$ cat src/rtl/shift_add_multiplier.sv
// Sequential shift-and-add multiplier: a CHECK/ADD/SHIFT loop that exits early once the multiplier is zero.
// Optional MULT_SIGNED_EN macro: two's complement operands with a final FIX (negate) state.
module shift_add_multiplier #(
  parameter int WIDTH     = 16,
  parameter int DONE_HOLD = 21
) (
  input  logic               CLK,
  input  logic               RST,
  input  logic               START,
  input  logic [WIDTH-1:0]   A,
  input  logic [WIDTH-1:0]   B,
  output logic [2*WIDTH-1:0] PP,
  output logic               DONE,
  output logic               BUSY
);

  localparam int HOLD_W = $clog2(DONE_HOLD + 1);

  typedef enum logic [2:0] {
    ST_IDLE  = 3'd0,
    ST_CHECK = 3'd1,
    ST_ADD   = 3'd2,
    ST_SHIFT = 3'd3,
`ifdef MULT_SIGNED_EN
    ST_FIX   = 3'd4,
`endif
    ST_END   = 3'd5
  } state_t;

  state_t              state_reg, state_next;
  logic [2*WIDTH-1:0]  md_reg;
  logic [WIDTH-1:0]    mr_reg;
  logic [2*WIDTH-1:0]  pp_reg;
  logic [HOLD_W-1:0]   hold_reg;
  logic                hold_last;
  logic [WIDTH-1:0]    a_mag;
  logic [WIDTH-1:0]    b_mag;

`ifdef MULT_SIGNED_EN
  logic sign_reg;

  // The most-negative value maps onto its own bit pattern, which reads correctly as an unsigned magnitude.
  assign a_mag = A[WIDTH-1] ? (~A + WIDTH'(1)) : A;
  assign b_mag = B[WIDTH-1] ? (~B + WIDTH'(1)) : B;
`else
  assign a_mag = A;
  assign b_mag = B;
`endif

  assign hold_last = (hold_reg == HOLD_W'(DONE_HOLD - 1));

  // State register and datapath.
  always_ff @(posedge CLK) begin
    if (RST) begin
      state_reg <= ST_IDLE;
      md_reg    <= '0;
      mr_reg    <= '0;
      pp_reg    <= '0;
      hold_reg  <= '0;
`ifdef MULT_SIGNED_EN
      sign_reg  <= 1'b0;
`endif
    end else begin
      state_reg <= state_next;
      case (state_reg)
        ST_IDLE: begin
          if (START) begin
            md_reg <= {{WIDTH{1'b0}}, a_mag};
            mr_reg <= b_mag;
            pp_reg <= '0;
`ifdef MULT_SIGNED_EN
            sign_reg <= A[WIDTH-1] ^ B[WIDTH-1];
`endif
          end
        end
        ST_ADD: pp_reg <= pp_reg + md_reg;
        ST_SHIFT: begin
          md_reg <= md_reg << 1;
          mr_reg <= mr_reg >> 1;
        end
`ifdef MULT_SIGNED_EN
        ST_FIX: pp_reg <= sign_reg ? (~pp_reg + (2*WIDTH)'(1)) : pp_reg;
`endif
        ST_END: hold_reg <= hold_last ? '0 : hold_reg + HOLD_W'(1);
        default: ;
      endcase
    end
  end

  // Next-state logic.
  always_comb begin
    state_next = state_reg;
    case (state_reg)
      ST_IDLE: if (START) state_next = ST_CHECK;
      ST_CHECK: begin
        if (mr_reg == '0) begin
`ifdef MULT_SIGNED_EN
          state_next = ST_FIX;
`else
          state_next = ST_END;
`endif
        end else if (mr_reg[0]) begin
          state_next = ST_ADD;
        end else begin
          state_next = ST_SHIFT;
        end
      end
      ST_ADD:   state_next = ST_SHIFT;
      ST_SHIFT: state_next = ST_CHECK;
`ifdef MULT_SIGNED_EN
      ST_FIX:   state_next = ST_END;
`endif
      ST_END:   if (hold_last) state_next = ST_IDLE;
      default:  state_next = ST_IDLE;
    endcase
  end

  // Outputs are decoded from the registered state only.
  always_comb begin
    DONE = (state_reg == ST_END);
    BUSY = (state_reg != ST_IDLE);
  end

  assign PP = pp_reg;

endmodule

$ cat config.mk
export PLATFORM = sky130hd
export DESIGN_NAME = shift_add_multiplier
export DESIGN_NICKNAME = d
export VERILOG_FILES = /design/src/rtl/shift_add_multiplier.sv
export SDC_FILE = /design/constraint.sdc
export NUM_CORES = 1
export LEC_CHECK = 0
export ABC_CLOCK_PERIOD_IN_PS = 2750
export BUFFER_PORTS_ARGS = -buffer_cell sky130_fd_sc_hd__buf_4
export CAP_MARGIN = 10
export CORE_UTILIZATION = 58
export CTS_CLUSTER_DIAMETER = 100
export DETAILED_ROUTE_END_ITERATION = 10
export HOLD_SLACK_MARGIN = 0.02
export PLACE_DENSITY = 0.83
export SYNTH_ARGS = -nofsm -noshare
export SYNTH_HDL_FRONTEND = slang
export SYNTH_SLANG_ARGS = --single-unit
$ cat constraint.sdc
create_clock -name CLK -period 2.75 [get_ports CLK]
set_input_delay 0.55 -clock CLK [delete_from_list [all_inputs] [get_ports CLK]]
set_output_delay 0.55 -clock CLK [all_outputs]
set_load 0.02 [all_outputs]
==> reports/results.tsv <==
stage	metric	value	unit
run_status	status	finished, final reports clean	
setup_path	cp.arrival	2880	ps
final_layout	final_cells	777	
timing	fin_skew	8.748	ps
placement	gp_congestion	0.9743	
hold_path	holdCritStartpoint	A[0]	
routing	vias	4766	
global_routing	antenna_found_initial	0	
power_and_ir_drop	p_leak	2.321	nW
yosys	synth_xor_area_share	4.523	%
yosys	postSynthCellCount	608	
final_layout	diodes	0	
final_layout	multiInputGateArea	0.002947	mm²
clock_network	cts_max_level	3	
clock_network	root_buffer	clkbuf_8	
timing	worstMarginPinSlew	733.8	ps
timing	whs	425.7	ps
yosys	yosys.cell_types.count	55	
setup_path	cp.required	3020	ps
floorplanning	core_area	0.007888	mm²
clock_network	clock_sinks	88	
final_layout	register_area	0.001764	mm²
setup_path	end_kind	flip-flop	
yosys	muxShareOfSynthArea	0.6462	%
timing	slew_violations	0	
routing	viasPerCell	6.134	
floorplanning	die_h	93.36	µm
yosys	synth_area_per_cell	7.962	µm²
setup_path	r2r_end	PP[28]$_SDFFE_PP0P_	
clock_network	cts_tree	built	
timing	setup_ws	131.1	ps
yosys	synthSimpleGateAreaFrac	21.14	%
timing	hold_viol	0	
hold_path	min_path_type	in -> reg	
clock_network	cts_buffers	9	
setup_path	start_kind	flip-flop	
yosys	ys.flop_type	dfxtp_1	
global_routing	grt_pass1_vias	4527	
yosys	netlist_area	0.004841	mm²
global_routing	groute.usage.overall	29.85	%
yosys	synth.area.top_cells	dfxtp_1 (36%), a21oi_1 (9.5%), ha_1 (8.5%)	
setup_path	r2r_cells	13	
global_routing	grt_max_degree	37	
timing	relSlewSlack	50.96	%
routing	drt-initial-drc-count	369	
yosys	synthArstFlopShare	0	%
clock_network	clock_latency	370	ps
yosys	ys_warn_count	0	
placement	place_ws	54.25	ps
placement	dpl.cell_count	759	
final_layout	fillers	609	
setup_path	r2r-start	PP[0]$_SDFFE_PP0P_	
floorplanning	dieWidth	93.36	µm
setup_path	reg2reg_slack	130	ps
placement	dpl.hpwl	8.913	mm
yosys	ys_ff_latch	88	
final_layout	final_layout_size_suffix_gt1_share	18.37	%
yosys	syn_nets	677	
yosys	synth-seq-area-share	36.39	%
clock_network	cts_buffer_depth	2	
routing	drc	0	
hold_path	min_to	md_reg[0]$_SDFFE_PP0P_	
setup_path	crit_fanout	5	
final_layout	areaGrowthSynthToFinish	17.76	%
routing	wire_per_inst	16.11	µm
yosys	yosys.area_share.adder	8.943	%
timing	fin_crit_sh	95.23	%
clock_network	clk_pin_slew	90	ps
power_and_ir_drop	p_per_area	500.9	mW/mm²
timing	setup_viol	0	
timing	fmax	0.3818	GHz
global_routing	grt_pass1_wl	20.71	mm
timing	timing.final.crit_period	2619	ps
routing	postRouteAntennaNets	0	
yosys	synth_enable_flop_cells	0	
setup_path	path_class	reg -> reg	
routing	wl	12.52	mm
final_layout	layout.nets	739	
global_routing	overflow	0	
floorplanning	initial_utilization	61.37	%
placement	portBuffers	68	
yosys	synth_top_family_by_area	compound AO/OA/AOI/OAI gates	
yosys	yosysTopAreaCell	dfxtp_1	
yosys	synth-compound-area-share	24.92	%
job	cap_violations	0	
floorplanning	rows	32	
floorplanning	io_pins	69	
yosys	synth_top_area_share	36.39	%
floorplanning	die-area	0.008716	mm²
routing	first_pass_iters	5	
hold_path	holdPathStages	3	
power_and_ir_drop	worst_ir_drop_vdd	281.5	µV
==> final cells by class <==
type | count | area share, %
tap | 102 | 2.239
timing repair buffer | 83 | 10.93
sequential | 88 | 30.95
clock buffer | 9 | 2.173
inverter | 10 | 0.6585
multi-input combinational | 478 | 51.69
clock inverter | 7 | 1.361
==> layer usage <==
metal | track usage (%) | part of all wire, % | up-vias | wire length (µm)
met5 | 0 | 0 | - | 0
met4 | 11.03 | 2.1 | 0 | 263
met3 | 5.772 | 7.2 | 30 | 905
met2 | 49.33 | 47 | 184 | 5876
met1 | 38.55 | 44 | 2239 | 5469
li1 | - | - | 2313 | -
==> per-stage QoR <==
stage               power [mW]  utilization (%)  TNS, ps  cell area, µm²
finish                   2.855            72.27        0            5700
global placement         1.926            69.10        0            5450
floorplan                1.760                -        0            4841
CTS                      2.855            71.65        0            5652
global route             2.983            72.27   -77.69            5700
detailed placement       1.943            69.10        0            5450
==> cells by family (layout without fill, tap and decap cells) <==
family	after synthesis	count (layout)
flops	88	88
simple gates	221	221
xor+xnor	25	25
buf+inv	42	109
fa+ha+maj	34	34
mux	3	3
compound gates	195	195
==> cells in the mapped netlist, types with 3 or more instances <==
master / count
a211o_1: 3
o21ai_0: 25
nor2b_1: 10
ha_1: 33
and3_1: 3
nand2b_1: 5
or2_2: 3
nand2_1: 95
xnor2_1: 12
a22oi_1: 27
a21o_1: 6
nand4_1: 5
and2_1: 3
xor2_1: 13
inv_1: 10
a21oi_1: 92
nor2_1: 38
nand3_1: 34
dfxtp_1: 88
a31oi_1: 8
nor3_1: 4
nor3b_1: 4
clkbuf_1: 29
o21ai_1: 8
a22o_1: 3
nor4_1: 10
==> repair_timing <==
item,4_1_cts,5_1_grt
resized for setup,0,9
hold buffers,0,0
buffers inserted,0,2
endpoints found under the setup margin,0,6
==> worst max-delay path, cell delays in order, from the launching register on <==
cell,delay (ps)
dfxtp_2,350
ha_1,170
inv_1,50
fa_1,390
nor2b_2,170
o21ai_2,80
a21boi_2,210
o21ai_2,100
a31oi_4,260
a311oi_4,140
a21oi_4,220
a21oi_1,120
mux2i_1,170
nand3_1,90
==> worst max-delay path by stage <==
stage / end / startpoint
after floorplan: PP[28]$_SDFFE_PP0P_ / PP[0]$_SDFFE_PP0P_
after global placement: PP[28]$_SDFFE_PP0P_ / md_reg[0]$_SDFFE_PP0P_
after detailed placement: PP[28]$_SDFFE_PP0P_ / PP[0]$_SDFFE_PP0P_
after CTS: PP[28]$_SDFFE_PP0P_ / md_reg[0]$_SDFFE_PP0P_
after global routing: PP[28]$_SDFFE_PP0P_ / PP[0]$_SDFFE_PP0P_
final: PP[28]$_SDFFE_PP0P_ / PP[0]$_SDFFE_PP0P_
==> where the power goes <==
part           internal (mW)  leakage, nW  total, mW  switching [mW]
clock network          0.426       0.0885      0.926           0.501
registers               1.34        0.715       1.40          0.0627
logic                  0.195         1.52      0.526           0.331
total                   1.96         2.32       2.86           0.894
==> cells in the final DEF, fill, tap and decap left out, drive strengths merged, types with 10 or more instances in the layout <==
master / n
nand2: 96
a21oi: 94
dfxtp: 88
buf: 83
nor2: 38
nand3: 34
o21ai: 34
ha: 33
a22oi: 27
xor2: 13
xnor2: 12
inv: 12
nor4: 10
nor2b: 10
(Power assumes the default switching activity.)
